===== src/rtl/lr_arbiter.sv =====
// lr_arbiter: round-robin front end that lets N_REQ requesters share one
// leaky-ReLU child. Each grant carries its requester index down a 2-stage tag
// pipeline so the child's result can be routed back to the owner. Holds one
// leak factor per requester. A flush drains in-flight work (RUN->DRAIN->DONE).
//
// Handshake: req_ready[i] is a combinational response to req_valid[i]; an
// operand is consumed in any cycle where req_valid[i] && req_ready[i]. Results
// have no backpressure: res_valid is a one-cycle strobe that must be taken.
//
// Optional feature: define LR_ARBITER_STATS_EN to get per-requester 16-bit
// saturating grant counters on stat_cnt; otherwise stat_cnt is tied to 0.
module lr_arbiter #(
    parameter int N_REQ  = 4,
    parameter int DATA_W = 16,
    localparam int SEL_W = $clog2(N_REQ)
) (
    input  logic                    clk,
    input  logic                    rst,
    input  logic [N_REQ-1:0]        req_valid,
    input  logic [N_REQ*DATA_W-1:0] req_data,
    output logic [N_REQ-1:0]        req_ready,
    input  logic                    cfg_we,
    input  logic [SEL_W-1:0]        cfg_sel,
    input  logic [DATA_W-1:0]       cfg_leak,
    output logic                    lr_valid_in,
    output logic [DATA_W-1:0]       lr_data_in,
    output logic [DATA_W-1:0]       lr_leak_factor_in,
    input  logic                    lr_valid_out,
    input  logic [DATA_W-1:0]       lr_data_out,
    output logic [N_REQ-1:0]        res_valid,
    output logic [DATA_W-1:0]       res_data,
    input  logic                    flush_req,
    output logic                    flush_done,
    output logic                    busy,
    output logic [N_REQ*16-1:0]     stat_cnt
);

    // Leak storage is sized to the full cfg_sel range; entries at or above
    // N_REQ can be written but are never read, so such writes have no effect.
    localparam int LEAK_N = 1 << SEL_W;

    typedef enum logic [1:0] {
        ST_RUN   = 2'd0,
        ST_DRAIN = 2'd1,
        ST_DONE  = 2'd2
    } state_e;

    state_e              state_q, state_d;
    logic [SEL_W-1:0]    ptr_q, ptr_d;
    logic [DATA_W-1:0]   leak_q [LEAK_N];
    logic [DATA_W-1:0]   leak_d [LEAK_N];
    logic                lr_valid_q, lr_valid_d;
    logic [DATA_W-1:0]   lr_data_q, lr_data_d;
    logic [DATA_W-1:0]   lr_leak_q, lr_leak_d;
    logic                tag1_valid_q, tag1_valid_d;
    logic [SEL_W-1:0]    tag1_idx_q, tag1_idx_d;
    logic                tag2_valid_q, tag2_valid_d;
    logic [SEL_W-1:0]    tag2_idx_q, tag2_idx_d;

    logic                grant_en;
    logic                gnt_any;
    logic [SEL_W-1:0]    gnt_idx;
    logic [DATA_W-1:0]   gnt_data;
    logic                drain_idle;

    // Round-robin search starting at ptr_q; grants are blocked outside RUN,
    // on a flush request cycle, and while reset is held.
    always_comb begin
        int               cand;
        int               nxt;
        logic [SEL_W-1:0] cand_idx;
        cand      = 0;
        nxt       = 0;
        cand_idx  = '0;
        grant_en  = rst && (state_q == ST_RUN) && !flush_req;
        gnt_any   = 1'b0;
        gnt_idx   = '0;
        for (int k = 0; k < N_REQ; k++) begin
            cand = int'(ptr_q) + k;
            if (cand >= N_REQ) begin
                cand = cand - N_REQ;
            end
            cand_idx = SEL_W'(cand);
            if (grant_en && !gnt_any && req_valid[cand_idx]) begin
                gnt_any = 1'b1;
                gnt_idx = cand_idx;
            end
        end
        req_ready = '0;
        if (gnt_any) begin
            req_ready[gnt_idx] = 1'b1;
        end
        gnt_data = req_data[int'(gnt_idx)*DATA_W +: DATA_W];
        ptr_d    = ptr_q;
        if (gnt_any) begin
            nxt = int'(gnt_idx) + 1;
            if (nxt == N_REQ) begin
                nxt = 0;
            end
            ptr_d = SEL_W'(nxt);
        end
    end

    // Child drive stage, tag pipeline and leak-factor writes. The grant reads
    // leak_q before the same-cycle write lands, so it sees the old factor.
    always_comb begin
        lr_valid_d   = gnt_any;
        lr_data_d    = gnt_any ? gnt_data : '0;
        lr_leak_d    = gnt_any ? leak_q[gnt_idx] : '0;
        tag1_valid_d = gnt_any;
        tag1_idx_d   = gnt_idx;
        tag2_valid_d = tag1_valid_q;
        tag2_idx_d   = tag1_idx_q;
        leak_d       = leak_q;
        if (cfg_we) begin
            leak_d[cfg_sel] = cfg_leak;
        end
    end

    // Drain is complete once stage 1 is empty: whatever sits in stage 2
    // retires this cycle, so DONE lands one cycle after the last result.
    // A result with no owning tag (e.g. from before a reset) also holds off DONE.
    assign drain_idle = !tag1_valid_q && (tag2_valid_q || !lr_valid_out);

    // Flush FSM next-state and flush_done decode.
    always_comb begin
        state_d    = state_q;
        flush_done = 1'b0;
        case (state_q)
            ST_RUN: begin
                if (flush_req) begin
                    state_d = ST_DRAIN;
                end
            end
            ST_DRAIN: begin
                if (drain_idle) begin
                    state_d = ST_DONE;
                end
            end
            ST_DONE: begin
                flush_done = 1'b1;
                state_d    = ST_RUN;
            end
            default: begin
                state_d = ST_RUN;
            end
        endcase
    end

    // Combinational result routing to the requester named by the stage-2 tag.
    always_comb begin
        res_valid = '0;
        res_data  = '0;
        if (lr_valid_out && tag2_valid_q) begin
            res_valid[tag2_idx_q] = 1'b1;
            res_data              = lr_data_out;
        end
    end

    assign busy              = tag1_valid_q | tag2_valid_q;
    assign lr_valid_in       = lr_valid_q;
    assign lr_data_in        = lr_data_q;
    assign lr_leak_factor_in = lr_leak_q;

    // State registers; reset empties the tag pipeline so in-flight work is dropped.
    always_ff @(posedge clk or negedge rst) begin
        if (!rst) begin
            state_q      <= ST_RUN;
            ptr_q        <= '0;
            leak_q       <= '{default: '0};
            lr_valid_q   <= 1'b0;
            lr_data_q    <= '0;
            lr_leak_q    <= '0;
            tag1_valid_q <= 1'b0;
            tag1_idx_q   <= '0;
            tag2_valid_q <= 1'b0;
            tag2_idx_q   <= '0;
        end else begin
            state_q      <= state_d;
            ptr_q        <= ptr_d;
            leak_q       <= leak_d;
            lr_valid_q   <= lr_valid_d;
            lr_data_q    <= lr_data_d;
            lr_leak_q    <= lr_leak_d;
            tag1_valid_q <= tag1_valid_d;
            tag1_idx_q   <= tag1_idx_d;
            tag2_valid_q <= tag2_valid_d;
            tag2_idx_q   <= tag2_idx_d;
        end
    end

`ifdef LR_ARBITER_STATS_EN
    logic [15:0] stat_q [N_REQ];
    logic [15:0] stat_d [N_REQ];

    // Saturating per-requester grant counters, cleared when a flush completes.
    always_comb begin
        stat_d = stat_q;
        if (state_q == ST_DONE) begin
            stat_d = '{default: '0};
        end else if (gnt_any && (stat_q[gnt_idx] != 16'hFFFF)) begin
            stat_d[gnt_idx] = stat_q[gnt_idx] + 16'd1;
        end
    end

    // Counter registers.
    always_ff @(posedge clk or negedge rst) begin
        if (!rst) begin
            stat_q <= '{default: '0};
        end else begin
            stat_q <= stat_d;
        end
    end

    // Pack counters onto the flat stat_cnt bus, requester i in slice i.
    always_comb begin
        stat_cnt = '0;
        for (int i = 0; i < N_REQ; i++) begin
            stat_cnt[i*16 +: 16] = stat_q[i];
        end
    end
`else
    assign stat_cnt = '0;
`endif

endmodule


===== config.mk =====
export PLATFORM = sky130hd
export DESIGN_NAME = lr_arbiter
export DESIGN_NICKNAME = d
export VERILOG_FILES = /design/src/rtl/lr_arbiter.sv
export SDC_FILE = /design/constraint.sdc
export NUM_CORES = 1
export LEC_CHECK = 0
export BUFFER_PORTS_ARGS = -buffer_cell sky130_fd_sc_hd__buf_2
export CAP_MARGIN = 25
export CORE_UTILIZATION = 49
export CTS_BUF_LIST = sky130_fd_sc_hd__clkbuf_4 sky130_fd_sc_hd__clkbuf_8
export CTS_CLUSTER_SIZE = 25
export DETAILED_ROUTE_END_ITERATION = 6
export PLACE_DENSITY = 0.93
export SLEW_MARGIN = 20
export SYNTH_ARGS = -nofsm -noshare
export SYNTH_HDL_FRONTEND = slang
export SYNTH_SLANG_ARGS = --single-unit

===== constraint.sdc =====
create_clock -name clk -period 2.6 [get_ports clk]
set_input_delay 0.26 -clock clk [delete_from_list [all_inputs] [get_ports clk]]
set_output_delay 0.26 -clock clk [all_outputs]
set_load 0.01 [all_outputs]

==> results of run 1 <==
## worst min-delay path by stage
| stage | startpoint | endpoint | cells after the start |
|---|---|---|---|
| floorplan | rst | leak_q[0] | 0 |
| global placement | tag1_idx_q[0] | tag2_idx_q[0] | 0 |
| detailed placement | tag1_idx_q[1] | tag2_idx_q[1] | 0 |
| CTS | cfg_leak[14] | leak_q[62] | 3 |
| global route | cfg_leak[3] | leak_q[19] | 2 |
| finish | cfg_leak[14] | leak_q[62] | 3 |
## power breakdown
group	leakage (nW)	internal [mW]	switching (mW)
clock network	0.0930	0.401	0.574
logic	1.97	0.764	0.798
registers	1.33	1.95	0.176
total	3.39	3.12	1.55
## layer usage
layer,up-vias,track usage
li1,1696,-
met4,0,0.0573
met1,1837,0.245
met2,125,0.355
met3,10,0.0451
met5,-,0
## cells in the mapped netlist
cell	instances	area [um2]
dfrtp_1	106	2650
buf_4	64	480
mux2_2	63	709
mux2i_1	62	621
o22ai_1	31	194
and3_1	16	100
clkbuf_1	12	45.0
nor2_1	8	30.0
buf_2	7	35.0
inv_1	6	22.5
nand2_1	6	22.5
o21ai_0	4	20.0
nand3_1	3	15.0
nor2b_1	3	18.8
and2_1	2	12.5
nand3b_1	2	15.0
nor3_1	2	10.0
or2_2	2	12.5
a2111oi_4	1	27.5
a211o_1	1	8.76
a211oi_1	1	7.51
a21boi_2	1	11.3
a21oi_1	1	5.00
and2b_1	1	7.51
and3b_1	1	8.76
conb_1	1	3.75
ha_1	1	12.5
inv_2	1	3.75
mux2_1	1	11.3
nor2_2	1	6.26
nor2_4	1	11.3
nor3b_2	1	12.5
nor4_4	1	21.3
nor4b_2	1	15.0
o211a_1	1	10.0
o211ai_1	1	7.51
o21a_1	1	7.51
o21a_2	1	8.76
## cell type report
cell class / count / area share
Clock inverter: 5 / 0.00748
Clock buffer: 11 / 0.0235
Antenna cell: 1 / 0.000404
Inverter: 7 / 0.00425
Tap cell: 136 / 0.0275
Multi-Input combinational cell: 286 / 0.360
Timing Repair Buffer: 175 / 0.148
Sequential cell: 106 / 0.429
## through the flow
stage / hold WS, ns / worst slack (ns)
final: 0.146 / 0.349
after global routing: 0.150 / 0.193
after CTS: 0.137 / 0.335
after detailed placement: 0.337 / 0.622
after global placement: 0.332 / 0.725
after floorplan: -0.0356 / 0.700
## registers in the layout (all words and copies together) (netlist names), 2 cells and up
signal,flops
leak_q,64
lr_data_in,16
lr_leak_factor_in,16
ptr_q,2
state_q,2
tag1_idx_q,2
tag2_idx_q,2
## cells by family (layout without fill, tap and decap cells)
logic type                 count (synthesis)  after routing  synth area share
muxes                                    126            126             0.257
DFF                                      106            106             0.508
buffers and inverters                     90            198             0.112
and+or+nand+nor                           51             51            0.0611
AOI/OAI and AO/OA                         44             44            0.0589
adders and majority gates                  1              1           0.00239
other                                      1             65          0.000718
## critical path, cell delays in order
cell	delay [ns]
dlygate4sd3_1	0.53
buf_4	0.13
nor4b_2	0.36
nand3_2	0.15
buf_4	0.26
and2_1	0.17
buf_2	0.13
==> impl_metrics.toml, run 1 <==
[status]
status = "finished, final reports clean"

[logic_synthesis]
synth.distinct_cells = 38
synthCells = 419
seq_area_frac_synth = 0.508
syn_area_per_cell_um2 = 12.5
netlist_area_um2 = 5220
ys.warnings.count = 0
ys_ff_latch = 106

[timing]
max_slew_margin = 0.354
tightest_slew_ns = 0.965
setup_viol_count_final = 0
hold_viol = 0
report.final.slew_viol_count = 0
rsz0062_at_grt = "no"
finClkSkew_ns = 0.0160
period_minus_slack_ns = 2.25
max_freq_ghz = 0.444
finalCritPeriodShare = 0.866
tns_ns = 0

[grt]
grt_pass1_wl_mm = 17.5
antenna_found_initial = 1
grt_max_degree = 71
grt_overflow = 0
grt_pass1_vias = 3625
track_usage = 0.201

[detailed_routing]
highest_layer = "met4"
wire_per_inst_um = 15.4
wl_met1_mm = 4.57
drt-total-wl_mm = 11.2
vias = 3668
drt_iter0_markers = 212
routed-wl-met2_mm = 5.92
wl_met3_um = 579
drtAntennaViolNets = 0
drc = 0
vias_per_cell = 5.05
dr.pass1.iters = 4

[clocking]
cts_tree = "built"
hold_buffers = 1
postCtsSetupBuffers = 0
worstSkewPairLatency_ns = 0.37
cts_resized = 0
htree_levels = 3
root_buffer = "clkbuf_8"
numCtsBuffers = 9
clk_path_buf_depth = 2
path_clk_slew_ns = 0.09
cts_sinks = 106

[finish]
drive_gt1_frac = 0.449
nFillCells = 838
final_cells = 727
multi_input_area_um2 = 2230
area_growth_pct = 18.4
seqCellArea_um2 = 2650
nets = 693
post-route-util = 0.599
layout_common_cells = "164 x buf_2, 106 x dfrtp_1, 64 x conb_1"
final_common_cell = "buf_2"
final_area_um2 = 6190

[worst_setup_path]
rrSetupSlack_ns = 0.65
reg2regPathDepth = 5
cp_max_fo = 20
rr_startpoint = "ptr_q[0]"
critPathRequiredTime_ns = 2.34
cp.arrival_ns = 1.99
cp-end-kind = "output port"
crit_path_start = "rst"
path_class = "input port to output port"
worst_r2r_endpoint = "lr_leak_factor_in[14]"
crit_end = "req_ready[1]"
cp-start-kind = "input port"

[pwr]
max-vdd-ir-drop_mv = 0.596
power.density_nw_per_um2 = 754
power.leakage_nw = 3.39
power_mw = 4.66

[worst_hold_path]
min_path_type = "input port to flip-flop"

[placement]
dp_hpwl_mm = 7.97
place_area_um2 = 5980
portBuffers = 165
place_congestion = 0.778
place_inst = 709

[die]
ios = 230
num_rows = 37
die_w_um = 105
core_area_um2 = 10300
die_area_um2 = 11100
die_h_um = 105
start_util = 0.506

[job]
cap_violations = 0
(Power assumes the default switching activity.)
==> inputs of run 2 (changes only) <==
--- a/config.mk
+++ b/config.mk
@@ -7,11 +7,11 @@
 export LEC_CHECK = 0
 export BUFFER_PORTS_ARGS = -buffer_cell sky130_fd_sc_hd__buf_2
 export CAP_MARGIN = 25
-export CORE_UTILIZATION = 49
-export CTS_BUF_LIST = sky130_fd_sc_hd__clkbuf_4 sky130_fd_sc_hd__clkbuf_8
+export CORE_MARGIN = 2
+export CORE_UTILIZATION = 48
 export CTS_CLUSTER_SIZE = 25
 export DETAILED_ROUTE_END_ITERATION = 6
-export PLACE_DENSITY = 0.93
+export PLACE_DENSITY = 0.92
 export SLEW_MARGIN = 20
 export SYNTH_ARGS = -nofsm -noshare
 export SYNTH_HDL_FRONTEND = slang
==> impl_metrics.toml, run 2 (synthesis results as in run 1) <==
[timing]
rsz0062_at_grt = "no"
tns_ns = 0
finClkSkew_ns = 0.0127
finalCritPeriodShare = 0.898
setup_viol_count_final = 0
max_slew_margin = 0.506
setup_ws_ns = 0.265
max_freq_ghz = 0.428
hold_viol = 0
period_minus_slack_ns = 2.33
tightest_slew_ns = 0.741
report.final.slew_viol_count = 0

[detailed_routing]
wire_per_inst_um = 16.3
vias = 3650
drtAntennaViolNets = 0
dr.pass1.iters = 4
drt-total-wl_mm = 11.9
drt_iter0_markers = 186
vias_per_cell = 5.00
drc = 0

[grt]
track_usage = 0.197
antenna_found_initial = 0
grt_pass1_wl_mm = 17.5
grt_max_degree = 60
grt_pass1_vias = 3561
grt_overflow = 0

[die]
ios = 230
core_area_um2 = 10700
start_util = 0.486
die_h_um = 108
die_area_um2 = 11700
die_w_um = 108
num_rows = 38

[finish]
area_growth_pct = 18.1
final_area_um2 = 6170
post-route-util = 0.574
final_common_cell = "buf_2"
nFillCells = 905
nets = 695
multi_input_area_um2 = 2230
seqCellArea_um2 = 2650
largest_register_ff_count = 64
layout_common_cells = "164 x buf_2, 106 x dfrtp_1, 64 x conb_1"
top_register = "leak_q"
diodes = 0
drive_gt1_frac = 0.451
final_cells = 730

[worst_hold_path]
min_path_type = "input port to asynchronous set/reset pin"

[clocking]
hold_buffers = 0
worstSkewPairLatency_ns = 0.37
path_clk_slew_ns = 0.09
postCtsSetupBuffers = 0
cts_sinks = 106
cts_resized = 0
htree_levels = 3
numCtsBuffers = 9
cts_tree = "built"
root_buffer = "clkbuf_8"
clk_path_buf_depth = 2

[worst_setup_path]
cp_max_fo = 7
cp.depth = 5
reg2regPathDepth = 5
cp-end-kind = "output port"
critPathRequiredTime_ns = 2.34
path_class = "flip-flop to output port"
critPathMaxStageDelay_ns = 0.45
cp-start-kind = "flip-flop"
crit_chain = "nor4b_2 -> a21boi_2 -> nand2_1 -> nor2_1 -> buf_2"
slowest_stage = "nor4b_2"
crit_family = "simple AND/OR/NAND/NOR gates"
cp.arrival_ns = 2.07
crit_buf_inv = 1

[placement]
portBuffers = 165
place_area_um2 = 6010
place_congestion = 0.821
place_ws_ns = 0.623
dp_hpwl_mm = 8.77
place_inst = 716

[pwr]
max-vdd-ir-drop_mv = 0.440
power.density_nw_per_um2 = 743
power.leakage_nw = 3.38

[job]
cap_violations = 0

[status]
status = "finished, final reports clean"
## run 2: changes by cell type in the layout (fill, tap and decap cells not counted), sizes merged
cell | before | now
clkbuf | 11 | 9
inv | 9 | 7
buf | 174 | 177
diode | 1 | 0
clkinv | 1 | 3
dlygate4sd3 | 1 | 0
## run 2: through the flow
| step | power, mW | hold slack [ns] |
|---|---|---|
| 2_1_floorplan | 3.32 | -0.0356 |
| 3_3_place_gp | 3.67 | 0.335 |
| 3_5_place_dp | 3.76 | 0.335 |
| 4_1_cts | 4.62 | 0.0920 |
| 5_1_grt | 4.85 | 0.116 |
| 6_report | 4.58 | 0.0636 |
## run 2: worst paths after layout
check	start	end	slack [ns]
setup / recovery	state_q[0]	req_ready[0]	0.27
hold / removal	rst	leak_q[25]	0.06
setup reg to reg	ptr_q[0]	lr_leak_factor_in[14]	0.65
hold reg to reg	tag1_idx_q[1]	tag2_idx_q[1]	0.35
max in group asynchronous	rst	state_q[0]	1.43
min in group clk	cfg_leak[14]	leak_q[62]	0.15
## run 2: area by class of cell
| cell class | count | area share |
|---|---|---|
| Tap cell | 140 | 0.0284 |
| Multi-Input combinational cell | 286 | 0.361 |
| Clock inverter | 5 | 0.00548 |
| Inverter | 7 | 0.00426 |
| Sequential cell | 106 | 0.430 |
| Clock buffer | 9 | 0.0201 |
| Timing Repair Buffer | 177 | 0.151 |
## run 2: power by group
group / internal, mW / switching, mW / leakage, nW
Combinational: 0.774 / 0.821 / 1.98
Clock: 0.336 / 0.533 / 0.0769
Sequential: 1.95 / 0.168 / 1.33
## run 2: routing by layer
layer  up-vias  GRT usage  share of wire
met3        16     0.0561          0.066
met2       134      0.350           0.53
li1       1685          -              -
met5         -          0              0
met4         0     0.0632          0.013
met1      1815      0.231           0.39
## run 2: worst register-to-register path, delay by kind of cell (launching register included)
kind	cells	cell delay [ns]
AND/OR/NAND/NOR	2	0.64
AO/OA/AOI/OAI	2	0.49
multiplexers	1	0.34
flip-flops	1	0.38
==> inputs of run 3 (changes only) <==
--- a/config.mk
+++ b/config.mk
@@ -8,10 +8,11 @@
 export BUFFER_PORTS_ARGS = -buffer_cell sky130_fd_sc_hd__buf_2
 export CAP_MARGIN = 25
 export CORE_MARGIN = 2
-export CORE_UTILIZATION = 48
+export CORE_UTILIZATION = 43
 export CTS_CLUSTER_SIZE = 25
 export DETAILED_ROUTE_END_ITERATION = 6
-export PLACE_DENSITY = 0.92
+export PLACE_DENSITY = 0.88
+export SKIP_CTS_REPAIR_TIMING = 1
 export SLEW_MARGIN = 20
 export SYNTH_ARGS = -nofsm -noshare
 export SYNTH_HDL_FRONTEND = slang
==> constraint.sdc (replaced) <==
create_clock -name clk -period 2.1 [get_ports clk]
set_input_delay 0.21 -clock clk [delete_from_list [all_inputs] [get_ports clk]]
set_output_delay 0.21 -clock clk [all_outputs]
set_load 0.01 [all_outputs]
==> impl_metrics.toml, run 3 (synthesis results as in run 1) <==
[clocking]
worstSkewPairLatency_ns = 0.34
numCtsBuffers = 9
path_clk_slew_ns = 0.07
root_buffer = "clkbuf_16"
cts_tree = "built"
clk_path_buf_depth = 2
cts_sinks = 106
htree_levels = 3

[placement]
portBuffers = 165
place_congestion = 0.657
dp_hpwl_mm = 8.69

[die]
die_w_um = 114
start_util = 0.439
core_area_um2 = 11900
die_h_um = 114
num_rows = 40
die_area_um2 = 13000
ios = 230

[worst_setup_path]
cp-end-kind = "output port"
path_class = "flip-flop to output port"
cp-start-kind = "flip-flop"
critPathRequiredTime_ns = 1.89
cp.arrival_ns = 1.84
cp_max_fo = 4

[detailed_routing]
drt_iter0_markers = 155
wire_per_inst_um = 16.6
drc = 0
drtAntennaViolNets = 0
dr.pass1.iters = 5
drt-total-wl_mm = 12.3
vias_per_cell = 5.05
vias = 3761

[finish]
drive_gt1_frac = 0.473
largest_register_ff_count = 64
final_common_cell = "buf_2"
nets = 701
seqCellArea_um2 = 2650
multi_input_area_um2 = 2270
nFillCells = 1019
diodes = 0
post-route-util = 0.541
top_register = "leak_q"
layout_common_cells = "163 x buf_2, 106 x dfrtp_1, 64 x conb_1"
area_growth_pct = 23.5

[timing]
finalCritPeriodShare = 0.978
setup_viol_count_final = 0
max_slew_margin = 0.530
tightest_slew_ns = 0.706
hold_viol = 0
period_minus_slack_ns = 2.05
finClkSkew_ns = 0.00621
rsz0062_at_grt = "yes"
max_freq_ghz = 0.487
report.final.slew_viol_count = 0

[pwr]
power.leakage_nw = 3.51
power_mw = 6.55
power.density_nw_per_um2 = 1020
max-vdd-ir-drop_mv = 0.575

[status]
status = "finished, final reports clean"

[job]
cap_violations = 0

[grt]
grt_overflow = 0
grt_pass1_wl_mm = 18.4
antenna_found_initial = 0
grt_pass1_vias = 3694
track_usage = 0.183
grt_max_degree = 63

[worst_hold_path]
min_path_type = "input port to asynchronous set/reset pin"
[run 3: changes by cell type in the layout (fill, tap and decap cells not counted), sizes merged]
cell,change
bufinv,+2
clkinvlp,-1
clkbuf,+1
inv,+2
buf,+5
clkinv,-1
[run 3: final cells by class]
class | count | share of cell area
clock buffers | 9 | 0.0349
clock inverters | 7 | 0.0157
inverters | 7 | 0.00407
multi-input cells | 286 | 0.351
flip-flops and latches | 106 | 0.411
well taps | 147 | 0.0285
repair buffers | 183 | 0.154
[run 3: critical path, cell delays in order, from the launching register on]
cell and delay, ns:
dfrtp_1 0.37, and2b_2 0.26, nor4_4 0.18, buf_4 0.19, o21a_1 0.12, ha_2 0.16
and2_4 0.13, buf_6 0.09
[run 3: metal layers]
layer	share of wire	wire [um]	track usage	up-vias
met3	0.038	463	0.0307	18
met5	0	0	0	-
met1	0.40	5000	0.224	1902
met2	0.54	6650	0.322	124
li1	-	-	-	1717
met4	0.018	228	0.0707	0
[run 3: through the flow]
stage	instances	hold slack, ns	setup TNS [ns]	cell area (um2)	setup slack, ns
after detailed placement	724	0.336	0	6030	0.137
after floorplan	482	-0.0856	0	5460	0.250
final	745	0.0528	0	6450	0.0460
after global routing	745	0.100	-0.0778	6450	-0.0442
after global placement	724	0.332	0	6030	0.260
after CTS	740	0.0564	-0.291	6360	-0.124
[run 3: final timing paths]
kind | from | end | cells after the start | slack (ns)
max | ptr_q[0] | req_ready[3] | 7 | 0.05
min reg2reg | tag1_idx_q[1] | tag2_idx_q[1] | 0 | 0.35
max in group asynchronous | rst | tag2_idx_q[0] | 2 | 1.55
max reg2reg | ptr_q[1] | lr_data_in[10] | 7 | 0.16
min | rst | lr_data_in[15] | 2 | 0.05
min in group clk | cfg_leak[14] | leak_q[62] | 3 | 0.12
[run 3: report_power, final]
part           total [mW]  leakage, nW  internal (mW)  switching [mW]
combinational        2.10         2.02           1.03            1.07
sequential           2.63         1.33           2.42           0.210
clock                1.82        0.158           1.06           0.763
